**config.mk**
```make
export PLATFORM = sky130hd
export DESIGN_NAME = div_nbit_seq_flat
export DESIGN_NICKNAME = d
export VERILOG_FILES = /design/src/rtl/div_nbit_seq_if.sv /design/src/rtl/div_nbit_seq.sv /design/src/flat_wrapper.sv
export SDC_FILE = /design/constraint.sdc
export NUM_CORES = 1
export LEC_CHECK = 0
export BUFFER_PORTS_ARGS = -buffer_cell sky130_fd_sc_hd__buf_2
export CAP_MARGIN = 20
export CORE_ASPECT_RATIO = 0.75
export CORE_MARGIN = 1.5
export CORE_UTILIZATION = 28
export CTS_BUF_LIST = sky130_fd_sc_hd__clkbuf_4
export DETAILED_ROUTE_END_ITERATION = 16
export PLACE_DENSITY = 0.49
export RECOVER_POWER = 100
export SYNTH_ARGS = -nofsm -noshare
export SYNTH_HDL_FRONTEND = slang
export SYNTH_SLANG_ARGS = --single-unit
```
**constraint.sdc**
```tcl
create_clock -name clk -period 5.1 [get_ports clk]
set_input_delay 1.275 -clock clk [delete_from_list [all_inputs] [get_ports clk]]
set_output_delay 1.275 -clock clk [all_outputs]
set_load 0.005 [all_outputs]
```
**src/rtl/div_nbit_seq_if.sv**
```systemverilog
// Handshake and operand/result bundle for the sequential restoring divider.
// master: the ALU controller side (drives start/operands).
// slave : the divider side (drives status and results).
interface div_nbit_seq_if #(
  parameter int N = 8
);
  logic             start;
  logic [2*N-1:0]   x;
  logic [N-1:0]     y;
  logic             ready;
  logic             done;
  logic [N-1:0]     q;
  logic [N-1:0]     r;
  logic             ovf;
  logic             dz;

  modport master (
    output start, x, y,
    input  ready, done, q, r, ovf, dz
  );

  modport slave (
    input  start, x, y,
    output ready, done, q, r, ovf, dz
  );
endinterface

```
**src/rtl/div_nbit_seq.sv**
```systemverilog
// Sequential restoring divider: 2N-bit dividend / N-bit divisor, one quotient
// bit per clock under a start/ready/done handshake. Overflow (quotient wider
// than N bits) and divide-by-zero exit early with q=all-ones, r=x[N-1:0].
// Optional feature macro: DIV_ZERO_FLAG_EN -- when defined, a zero divisor
// raises dz; when undefined, dz is tied low and y==0 reports as overflow.
module div_nbit_seq #(
  parameter int N = 8
) (
  input  logic          clk,
  input  logic          rst_n,
  div_nbit_seq_if.slave bus
);

  localparam int CW = $clog2(N);

  typedef enum logic [1:0] {
    S_IDLE,
    S_CALC,
    S_DONE
  } state_t;

  state_t          state_q, state_d;
  logic [N:0]      p_q, p_d;      // partial remainder, one guard bit
  logic [N-1:0]    a_q, a_d;      // dividend low half, shifts into quotient
  logic [N-1:0]    y_q, y_d;      // latched divisor
  logic [CW-1:0]   cnt_q, cnt_d;  // remaining iterations minus one
  logic [N-1:0]    q_q, q_d;
  logic [N-1:0]    r_q, r_d;
  logic            ovf_q, ovf_d;
`ifdef DIV_ZERO_FLAG_EN
  logic            dz_q, dz_d;
`endif

  logic [N:0]      t;
  logic [N:0]      diff;
  logic            ge;

  // Register all state and results; reset clears everything to the idle state.
  always_ff @(posedge clk) begin
    if (!rst_n) begin
      state_q <= S_IDLE;
      p_q     <= '0;
      a_q     <= '0;
      y_q     <= '0;
      cnt_q   <= '0;
      q_q     <= '0;
      r_q     <= '0;
      ovf_q   <= 1'b0;
`ifdef DIV_ZERO_FLAG_EN
      dz_q    <= 1'b0;
`endif
    end else begin
      state_q <= state_d;
      p_q     <= p_d;
      a_q     <= a_d;
      y_q     <= y_d;
      cnt_q   <= cnt_d;
      q_q     <= q_d;
      r_q     <= r_d;
      ovf_q   <= ovf_d;
`ifdef DIV_ZERO_FLAG_EN
      dz_q    <= dz_d;
`endif
    end
  end

  // Next-state, datapath step and result capture; results only change on
  // the transition into DONE.
  always_comb begin
    state_d = state_q;
    p_d     = p_q;
    a_d     = a_q;
    y_d     = y_q;
    cnt_d   = cnt_q;
    q_d     = q_q;
    r_d     = r_q;
    ovf_d   = ovf_q;
`ifdef DIV_ZERO_FLAG_EN
    dz_d    = dz_q;
`endif

    t    = {p_q[N-1:0], a_q[N-1]};
    ge   = (t >= {1'b0, y_q});
    diff = t - {1'b0, y_q};

    case (state_q)
      S_IDLE: begin
        if (bus.start) begin
          y_d = bus.y;
`ifdef DIV_ZERO_FLAG_EN
          if (bus.y == '0) begin
            state_d = S_DONE;
            q_d     = '1;
            r_d     = bus.x[N-1:0];
            ovf_d   = 1'b0;
            dz_d    = 1'b1;
          end else
`endif
          // With the zero flag disabled, y==0 always lands here (hi >= 0).
          if (bus.x[2*N-1:N] >= bus.y) begin
            state_d = S_DONE;
            q_d     = '1;
            r_d     = bus.x[N-1:0];
            ovf_d   = 1'b1;
`ifdef DIV_ZERO_FLAG_EN
            dz_d    = 1'b0;
`endif
          end else begin
            state_d = S_CALC;
            p_d     = {1'b0, bus.x[2*N-1:N]};
            a_d     = bus.x[N-1:0];
            cnt_d   = CW'(N - 1);
          end
        end
      end

      S_CALC: begin
        p_d = ge ? diff : t;
        a_d = {a_q[N-2:0], ge};
        if (cnt_q == '0) begin
          state_d = S_DONE;
          q_d     = a_d;
          r_d     = p_d[N-1:0];
          ovf_d   = 1'b0;
`ifdef DIV_ZERO_FLAG_EN
          dz_d    = 1'b0;
`endif
        end else begin
          cnt_d = cnt_q - 1'b1;
        end
      end

      S_DONE: begin
        state_d = S_IDLE;
      end

      default: begin
        state_d = S_IDLE;
      end
    endcase
  end

  assign bus.ready = (state_q == S_IDLE);
  assign bus.done  = (state_q == S_DONE);
  assign bus.q     = q_q;
  assign bus.r     = r_q;
  assign bus.ovf   = ovf_q;
`ifdef DIV_ZERO_FLAG_EN
  assign bus.dz    = dz_q;
`else
  assign bus.dz    = 1'b0;
`endif

endmodule

```
**src/flat_wrapper.sv**
```systemverilog
// flat-port wrapper written by rule: the top's interface ports become plain ports
module div_nbit_seq_flat 
#(
  parameter int N = 8
)
  (clk, rst_n, bus_start, bus_x, bus_y, bus_ready, bus_done, bus_q, bus_r, bus_ovf, bus_dz);
  div_nbit_seq_if #(.N(N)) bus_i ();
  input  logic clk;
  input  logic rst_n;
  input wire logic [$bits(bus_i.start)-1:0] bus_start;
  input wire logic [$bits(bus_i.x)-1:0] bus_x;
  input wire logic [$bits(bus_i.y)-1:0] bus_y;
  output wire logic [$bits(bus_i.ready)-1:0] bus_ready;
  output wire logic [$bits(bus_i.done)-1:0] bus_done;
  output wire logic [$bits(bus_i.q)-1:0] bus_q;
  output wire logic [$bits(bus_i.r)-1:0] bus_r;
  output wire logic [$bits(bus_i.ovf)-1:0] bus_ovf;
  output wire logic [$bits(bus_i.dz)-1:0] bus_dz;
  assign bus_i.start = bus_start;
  assign bus_i.x = bus_x;
  assign bus_i.y = bus_y;
  assign bus_ready = bus_i.ready;
  assign bus_done = bus_i.done;
  assign bus_q = bus_i.q;
  assign bus_r = bus_i.r;
  assign bus_ovf = bus_i.ovf;
  assign bus_dz = bus_i.dz;
  div_nbit_seq #(.N(N)) u_core (.clk(clk), .rst_n(rst_n), .bus(bus_i));
endmodule
```
---- Yosys cells after proc, flatten, opt, wreduce, memory -nomap -nowiden ----
Index checks and enable logic that the tools add are counted.
cells by class
  add/subtract/negate cells ............... 2
  order comparisons ....................... 2
  eq/ne operators ......................... 7
  multiplexer cells ....................... 27
  reductions and logical operators ........ 8
operators with widths
  kind                                                                     count
  8-bit two-way mux                                                        11
  8-bit case mux with 2 select lines                                       4
  9-bit by 8-bit greater-or-equal comparator with 1-bit output             1
  3-bit two-way mux                                                        3
  8-bit greater-or-equal comparator                                        1
  4-bit AND reduction                                                      2
  8-bit subtractor                                                         1
  2-bit two-way mux                                                        3
  2-bit inequality test, second input constant                             3
  3-bit case mux with 2 select lines                                       1
  2-bit by 1-bit inequality test with 1-bit output, second input constant  2
  2-bit case mux with 2 select lines                                       1
  2-bit AND reduction                                                      2
  3-bit logical NOT                                                        1
  1-bit two-way mux                                                        3
  3-bit AND reduction                                                      1
  3-bit by 1-bit subtractor with 3-bit output, second input constant       1
  2-bit by 1-bit == test with 1-bit output, second input constant          1
  2-bit == test, second input constant                                     1
  2-bit logical NOT                                                        1
  1-bit case mux with 2 select lines                                       1
  2-bit nonzero test                                                       1
word-level totals
  bits in registers ....................... 46
  output and inout bits ................... 20
  logic and storage cells ................. 54

---- Longest topological paths before layout ----
Gate-level depths: netlist of the first run.
  word-level depth ........................ 4
  gate-level depth with buffers ........... 9

---- Worst setup path before layout of the first run ----
OpenSTA, ideal clock, no wires.
  path kind ............................... in2reg
  start point ............................. input bus_x[8]
  end point ............................... register u_core.ovf_q (netlist: u_core.bus.ovf)
  arrival ................................. 2.848 ns
  required time ........................... 4.984 ns
  slack ................................... 2.136 ns
  stages .................................. 9
  path buffers ............................ 1
  cells stage by stage .................... inv_1 ha_1 nand2b_1 a21o_1 a211o_1 a21oi_2 o21ai_2 buf_6 o211a_1
on the way
  longest elaborated chain between the ends .. 3
ends and longest elaborated chain
  element                                                     RTL line             text
  start, declared                                             flat_wrapper.sv:11   input wire logic [$bits(bus_i.x)-1:0] bus_x;
  8-bit greater-or-equal comparator                           div_nbit_seq.sv:100  if (bus.x[2*N-1:N] >= bus.y) begin
  2-bit by 1-bit inequality test with 1-bit output (no line)  --
  4-bit AND reduction (no line)                               --
  end signal, assigned                                        div_nbit_seq.sv:60   ovf_q <= ovf_d;
  end, declared                                               div_nbit_seq.sv:29   logic ovf_q, ovf_d;
No other way between the ends.
A chain may end at the register's enable or synchronous reset.

==> flow_summary_export.csv, run 1 <==
group,metric,value,unit
routing,ant_nets,0,
sta,max_slew_margin,-3.81,%
sta,hold_viol_final,0,
worst_setup_path,crit_chain,"clkbuf_1, inv_1, nor3_2, a221o_1",
pwr,p_leak,1.34,nW
grt,grt_pass1_wl,12300,um
run,drv_cap,1,
routing,avgViaCountPerCell,5.18,
sta,setup_ws,1.31,ns
status,violations,"max-capacitance violations, max-slew violations",
finish,finalNonFillerCells,484,
placed_design,place_congestion,0.814,
yosys,syn-num-nets,361,
worst_setup_path,worstPathArrival,4.10,ns
cts,cts.sinks,46,
sta,fmax,264,MHz
cts,cts_tree,"yes",
floorplanning,io_pins,47,
cts,cts_root_buf,"clkbuf_4",
worst_setup_path,crit_family,"buffers and inverters",
routing,route.vias.total,2506,
yosys,netlist-cell-type-count,66,
floorplanning,start_util,28.6,%
grt,track_usage,15.3,%
sta,worstMarginPinSlew,1.56,ns
cts,ctsResizeCount,0,
grt,grt-ovfl-total,0,
routing,drt_iter0_markers,152,
placed_design,placed_cells,477,
pwr,vdd_drop_max,0.158,mV
sta,tns,0,ns
pwr,power,1.01,mW
yosys,synth_flop_cell,"dfxtp_1",
yosys,synth_area,2740,um^2
worst_setup_path,crit_slowest_cell,"clkbuf_1",
worst_setup_path,criticalPathCategory,"input port to flop",
finish,syn_to_final_growth,12.3,%
placed_design,io_buffers,45,
worst_setup_path,critPathBufInv,2,
finish,fin_area,3080,um^2
sta,fin_skew,0.0137,ns
placed_design,pre_cts_ws,1.78,ns
yosys,ys_warn_count,0,
yosys,synthCells,315,
cts,htreeDepth,2,
finish,drive_above_1_share,18.2,%
floorplanning,die_w,117,um
cts,post_cts_buffers,0,
yosys,yosysSeqAreaShare,33.6,%
sta,finalMaxSlewViolations,40,
placed_design,placed_cell_area,3060,um^2
sta,grt_setup_unrepaired,"false",
yosys,synth_edf_count,0,
routing,routedWlPerCell,16.2,um
cts,cts_buffers,5,
routing,drt_first_pass_iters,5,
yosys,async_flop_share,0,%
finish,final_common_cell,"dfxtp_1",
cts,cts_buffer_depth,2,
sta,setup_violations,0,
yosys,syn_avg_cell_area,8.70,um^2
grt,antenna_found_initial,0,
pwr,power_density,329,nW/um^2
floorplanning,row_count,31,
grt,grt_max_degree,40,
cts,ctsHoldBuffers,0,
worst_setup_path,cp-start-kind,"input port",
finish,n_antenna_cell,0,
floorplanning,core,9580,um^2
cts,clk_pin_slew,0.14,ns
finish,final_nets,398,
worst_setup_path,crit_required,5.41,ns
yosys,ys_ff_latch,46,
worst_setup_path,critPathMaxFanout,39,
sta,fin_crit_sh,74.2,%
min_path,hold_class,"flop to flop",
status,outcome,"finished with violations",
worst_setup_path,max_stage_delay,1.10,ns
routing,drc_errors,0,
placed_design,place_hpwl,6040,um
sta,worst_hold_slack,0.464,ns
finish,postLayoutCoreUtil,32.1,%
grt,grt_pass1_vias,2282,
floorplanning,fp.dieH,88.7,um
worst_setup_path,critPathCaptureType,"flop",
finish,mostFrequentLayoutCells,"46 x dfxtp_1, 35 x nand2_1, 35 x buf_2",
routing,finalWirelength,7820,um
sta,period_minus_slack,3.79,ns
floorplanning,dieArea,10400,um^2
cts,insertion_delay,0.36,ns
cell usage after synthesis (2+ instances only):
cell type  count  area [um^2]
o21ai_1        2         10.0
ha_1          18          225
buf_2          2         10.0
o211a_1        2         20.0
nand3_1        5         25.0
a21o_1         6         45.0
nor3_2         2         20.0
dfxtp_1       46          921
and2_1         2         12.5
nor2_1        14         52.6
o2111ai_1      3         26.3
nand2b_1       8         50.1
nand4_1        2         12.5
inv_1         22         82.6
o211ai_1       4         30.0
o221a_2        7         78.8
o31ai_1        4         30.0
nor2b_1        3         18.8
a211o_1        4         35.0
o2111a_1       4         45.0
a211oi_1       3         22.5
clkbuf_1      10         37.5
a211oi_2       2         25.0
a221o_1        7         70.1
nor3_1         5         25.0
a311oi_2       3         45.0
a21oi_1       23          115
nand2_1       35          131
o22ai_1        3         18.8
a221oi_1       2         17.5
a21oi_2        2         17.5
o21ai_0       13         65.1
a32o_1         2         20.0
and3_1        11         68.8
o2bb2ai_1      3         26.3
cell families after synthesis:
| family | after synthesis | synth area share, % |
|---|---|---|
| AOI/OAI and AO/OA | 113 | 32.9 |
| and+or+nand+nor | 95 | 17.4 |
| DFF | 46 | 33.6 |
| buffers and inverters | 37 | 5.57 |
| adders and majority gates | 19 | 8.95 |
| xor gates and xnor gates | 2 | 0.639 |
| muxes | 2 | 0.776 |
| other | 1 | 0.137 |
worst register-to-register path, cell delays in order, from the launching register on:
cell       delay [ns]
dfxtp_1          0.46
and2b_1          0.88
nand2_1          0.53
o211ai_1         0.54
o2111ai_1        0.23
o22ai_1          0.24
flip-flops by register name (all words and copies together) (netlist names):
signal	flops
u_core.bus.q	8
u_core.cnt_q	3
u_core.state_q	2
u_core.a_q	8
u_core.p_q	8
u_core.bus.ovf	1
u_core.y_q	8
u_core.bus.r	8
layer usage:
layer	track usage (%)	routed length (um)	vias up
met5	0	0	-
li1	-	-	1253
met1	25.1	4210	1177
met4	3.29	60	0
met3	2.60	459	7
met2	20.1	3090	69
final timing paths:
path	startpoint	end	slack [ns]	cells after the start
worst max-delay path	rst_n	u_core.a_q[7]	1.31	4
worst min-delay path	u_core.y_q[2]	u_core.y_q[2]	0.46	2
worst max register to register	u_core.state_q[0]	u_core.bus.r[4]	2.16	5
worst min register to register	u_core.y_q[2]	u_core.y_q[2]	0.46	2
power by group:
part	internal, mW	switching [mW]	total [mW]
Combinational	0.163	0.243	0.406
Sequential	0.405	0.0322	0.437
Clock	0.0499	0.120	0.169
layout make-up:
| class | count | area (um^2) |
|---|---|---|
| clock buffer | 5 | 37.5 |
| clock inverter | 2 | 10.0 |
| fill | 1057 | 6500 |
| inverter | 22 | 82.6 |
| multi-input combinational | 232 | 1650 |
| sequential | 46 | 921 |
| tap | 132 | 165 |
| timing repair buffer | 45 | 214 |
(Power assumes the default switching activity.)
==> inputs of run 2 (changes only) <==
Clock period 5.1 ns to 3.9 ns, I/O delays scaled along.
==> run 2 against run 1 <==
The run now ends clean. Clock skew rose by 0.011 ns. Combinational power rose by 31%. Final cell count rose by 0.62%. Sequential power rose by 31%. Via count fell by 0.68%.
==> flow_summary_export.csv, run 2 (same netlist as run 1, synthesis figures left out) <==
group,metric,value,unit
sta,finalMaxSlewViolations,0,
sta,fin_skew,0.0243,ns
grt,track_usage,15.3,%
worst_setup_path,crit_required,4.24,ns
cts,cts_tree,"yes",
sta,grt_setup_unrepaired,"false",
pwr,sw_frac_of_total,39.4,%
cts,cts.sinks,46,
finish,finalNonFillerCells,487,
grt,grt-ovfl-total,0,
placed_design,io_buffers,45,
floorplanning,start_util,28.6,%
cts,ctsHoldBuffers,0,
sta,setup_violations,0,
pwr,power_density,437,nW/um^2
sta,worst_hold_slack,0.464,ns
worst_setup_path,critPathCaptureType,"flop",
cts,insertion_delay,0.38,ns
placed_design,pre_cts_ws,0.876,ns
worst_setup_path,criticalPathCategory,"input port to flop",
floorplanning,dieArea,10400,um^2
routing,drt_first_pass_iters,4,
grt,grt_pass1_vias,2295,
finish,postLayoutCoreUtil,32.4,%
floorplanning,row_count,31,
pwr,switchingPower,0.535,mW
pwr,vdd_drop_max,0.162,mV
finish,mostFrequentLayoutCells,"46 x dfxtp_1, 35 x nand2_1, 32 x buf_2",
sta,fin_crit_sh,79.3,%
routing,avgViaCountPerCell,5.11,
pwr,p_seq_share,42.2,%
routing,ant_nets,0,
sta,period_minus_slack,3.09,ns
placed_design,place_congestion,0.815,
routing,routedWlPerCell,15.8,um
min_path,hold_class,"flop to flop",
sta,worstMarginPinSlew,1.37,ns
floorplanning,die_w,117,um
finish,final_common_cell,"dfxtp_1",
placed_design,placed_cell_area,3080,um^2
floorplanning,fp.dieH,88.7,um
pwr,power,1.36,mW
sta,setup_ws,0.809,ns
grt,grt_pass1_wl,12200,um
sta,fmax,323,MHz
sta,hold_viol_final,0,
finish,final_nets,400,
finish,syn_to_final_growth,13.2,%
run,drv_cap,0,
cts,post_cts_buffers,0,
grt,grt_max_degree,39,
pwr,p_clk_share,18.7,%
cts,clk_pin_slew,0.17,ns
cts,ctsResizeCount,0,
finish,fin_area,3100,um^2
floorplanning,io_pins,47,
pwr,p_leak,1.34,nW
cts,cts_buffers,5,
sta,tns,0,ns
finish,nFillCells,1027,
worst_setup_path,critPathMaxFanout,17,
worst_setup_path,worstPathArrival,3.43,ns
routing,finalWirelength,7720,um
finish,n_antenna_cell,0,
placed_design,place_hpwl,5960,um
cts,cts_root_buf,"clkbuf_4",
worst_setup_path,cp-start-kind,"input port",
pwr,internal_power,0.821,mW
grt,antenna_found_initial,0,
sta,max_slew_margin,8.15,%
floorplanning,core,9580,um^2
routing,drt_iter0_markers,150,
routing,route.vias.total,2489,
pwr,power_frac_comb,39.1,%
status,outcome,"finished, final reports clean",
cts,cts_buffer_depth,2,
finish,drive_above_1_share,17.7,%
routing,drc_errors,0,
placed_design,placed_cells,479,
cts,htreeDepth,2,
## run 2: final cells by class
type,instances,area [um^2],area share (%)
clock buffers,5,37.5,1.21
clock inverters,3,26.3,0.847
inverters,22,82.6,2.66
multi-input cells,232,1640,53.0
flip-flops and latches,46,921,29.7
well taps,132,165,5.32
repair buffers,47,225,7.26
## run 2: final timing paths
path              cells after the start  slack [ns]         startpoint              end
setup / recovery                      9        0.81           bus_x[8]  u_core.bus.q[7]
setup reg to reg                      5        1.38  u_core.state_q[0]  u_core.bus.q[7]
hold / removal                        2        0.46      u_core.y_q[6]    u_core.y_q[6]
hold reg to reg                       2        0.46      u_core.y_q[6]    u_core.y_q[6]
## run 2: layer usage
| layer | global-route usage [%] | up-vias | routed length, um |
|---|---|---|---|
| met3 | 2.81 | 4 | 391 |
| met5 | 0 | - | 0 |
| met4 | 2.96 | 0 | 51 |
| met1 | 24.6 | 1175 | 4240 |
| li1 | - | 1259 | - |
| met2 | 20.6 | 51 | 3030 |
## run 2: critical path, stage by stage
cell	delay, ns
clkbuf_1	0.12
inv_1	0.06
ha_1	0.26
nand2b_1	0.10
a21o_1	0.13
a211o_1	0.20
a21oi_1	0.12
o21ai_1	1.06
o221a_2	0.38
## run 2: power by group through the flow
stage / clock network, mW / registers, mW / logic (mW)
after CTS: 0.262 / 0.571 / 0.539
after global placement: 0 / 0.582 / 0.535
after floorplan: 0 / 0.573 / 0.395
after global routing: 0.279 / 0.580 / 0.588
final: 0.254 / 0.572 / 0.531
after detailed placement: 0 / 0.582 / 0.537
==> inputs of run 3 (changes only) <==
Settings changed: PLACE_DENSITY 0.49 to 0.5.
Clock period 3.9 ns to 2.7 ns, I/O delays scaled along.
==> run 3 against run 2 <==
Clock power is 28% higher. Die area stayed put. Wire length grew 1.3%. Final cell count up 1.4%. Sequential power rose by 44%. Combinational power increased by 47%. Worst setup slack worse by 0.59 ns. Core utilization is 0.48 points higher. Highest routed layer unchanged. First-iteration DRC count is 23% lower.
==> flow_summary_export.csv, run 3 (same netlist as run 1, synthesis figures left out) <==
group,metric,value,unit
floorplanning,start_util,28.6,%
sta,grt_setup_unrepaired,"false",
run,drv_cap,0,
worst_setup_path,crit_family,"compound AO/OA/AOI/OAI gates",
worst_setup_path,reg2reg_slack,0.28,ns
finish,n_antenna_cell,0,
placed_design,place_hpwl,6060,um
routing,route.vias.total,2521,
grt,top_usage_layer,"met1",
grt,globalRouteMet1Util,24.6,%
worst_setup_path,worstPathArrival,2.79,ns
worst_setup_path,criticalPathCategory,"input port to flop",
cts,cts_tree,"yes",
routing,ant_nets,0,
sta,worstMarginPinSlew,0.881,ns
worst_setup_path,critPathBufInv,2,
grt,grt_pass1_vias,2331,
placed_design,placed_cell_area,3130,um^2
min_path,holdCritStartpoint,"u_core.y_q[7]",
cts,post_cts_buffers,0,
sta,fmax,402,MHz
finish,final_common_cell,"dfxtp_1",
pwr,p_leak,1.38,nW
sta,fin_skew,0.0156,ns
grt,grt_pass1_wl,12600,um
worst_setup_path,crit_required,3.00,ns
worst_setup_path,cp-start-kind,"input port",
routing,drc_errors,0,
cts,cts_root_buf,"clkbuf_4",
cts,cts_buffer_depth,2,
sta,tns,0,ns
grt,met2_usage,21.8,%
sta,setup_violations,0,
cts,ctsHoldBuffers,0,
floorplanning,row_count,31,
cts,insertion_delay,0.36,ns
pwr,vdd_drop_max,0.163,mV
sta,max_slew_margin,41.2,%
finish,mostFrequentLayoutCells,"46 x dfxtp_1, 35 x nand2_1, 35 x buf_2",
placed_design,place_congestion,0.806,
floorplanning,core,9580,um^2
finish,final_nets,407,
finish,nFillCells,1053,
routing,drt_first_pass_iters,4,
cts,cts.sinks,46,
routing,routedWlPerCell,15.8,um
min_path,hold_path_end,"u_core.y_q[7]",
floorplanning,fp.dieH,88.7,um
worst_setup_path,crit_slowest_cell,"o21ai_2",
sta,finalMaxSlewViolations,0,
cts,cts_buffers,5,
sta,hold_viol_final,0,
finish,multi_input_area,1650,um^2
finish,postLayoutCoreUtil,32.9,%
worst_setup_path,max_stage_delay,0.72,ns
finish,fin_area,3150,um^2
worst_setup_path,crit_chain,"clkbuf_1, inv_1, ha_1, and2_0, o2111a_1, a21oi_1, o21ai_2, o221a_2",
routing,finalWirelength,7820,um
grt,grt-ovfl-total,0,
worst_setup_path,rr_endpoint,"u_core.bus.r[4]",
worst_setup_path,path_depth,8,
status,outcome,"finished, final reports clean",
worst_setup_path,critPathCaptureType,"flop",
grt,grt_max_degree,39,
sta,period_minus_slack,2.49,ns
worst_setup_path,r2r-start,"u_core.y_q[6]",
grt,track_usage,15.8,%
min_path,hold_class,"flop to flop",
finish,drive_above_1_share,20.4,%
worst_setup_path,reg2reg_depth,7,
worst_setup_path,critPathMaxFanout,17,
floorplanning,dieArea,10400,um^2
cts,clk_pin_slew,0.13,ns
finish,syn_to_final_growth,14.9,%
placed_design,io_buffers,45,
floorplanning,die_w,117,um
pwr,power_density,613,nW/um^2
finish,register_area,921,um^2
routing,drt_iter0_markers,115,
floorplanning,io_pins,47,
routing,avgViaCountPerCell,5.10,
sta,fin_crit_sh,92.1,%
grt,antenna_found_initial,0,
cts,htreeDepth,2,
min_path,hold_depth,2,
pwr,power,1.93,mW
sta,worst_hold_slack,0.465,ns
grt,grtUsageMet3,3.56,%
[run 3: worst register-to-register path: cells and delay by family (launching register included)]
| kind | cells | cell delay, ns |
|---|---|---|
| AND/OR/NAND/NOR | 1 | 0.15 |
| adder cells (fa/ha/maj) | 1 | 0.40 |
| AO/OA/AOI/OAI | 4 | 1.31 |
| buffers and inverters | 1 | 0.07 |
| flip-flops | 1 | 0.36 |
[run 3: timing repair]
item	4_1_cts	5_1_grt
hold endpoints to repair	0	0
endpoints found under the setup margin	0	1
resized for setup	0	1
[run 3: area by class of cell]
type | count | share of cell area [%]
clock buffers | 5 | 1.19
repair buffers | 54 | 8.86
multi-input cells | 232 | 52.3
inverters | 22 | 2.62
well taps | 132 | 5.25
flip-flops and latches | 46 | 29.3
clock inverters | 3 | 0.517
[run 3: worst max-delay path by stage]
stage                        from               to
floorplan                bus_x[8]   u_core.bus.ovf
global placement         bus_y[7]  u_core.bus.q[3]
detailed placement       bus_y[7]  u_core.bus.q[3]
CTS                 u_core.a_q[7]  u_core.bus.r[6]
global route             bus_y[7]    u_core.p_q[5]
finish                   bus_y[7]  u_core.bus.q[1]
[run 3: report_power, final]
group / switching [mW] / internal [mW] / total [mW]
combinational: 0.459 / 0.320 / 0.780
sequential: 0.0591 / 0.764 / 0.823
clock: 0.228 / 0.0973 / 0.325
[run 3: layer usage]
metal  vias up  share of wire [%]
met5         -                  0
met4         0               0.87
met1      1194                 54
met3         7                5.1
met2        52                 40
li1       1268                  -
[run 3: metrics by stage]
step,worst slack [ns],cells
final,0.215,494
after global routing,0.0666,494
after CTS,0.279,494
after detailed placement,-0.0492,486
after global placement,-0.0137,486
after floorplan,0.336,315
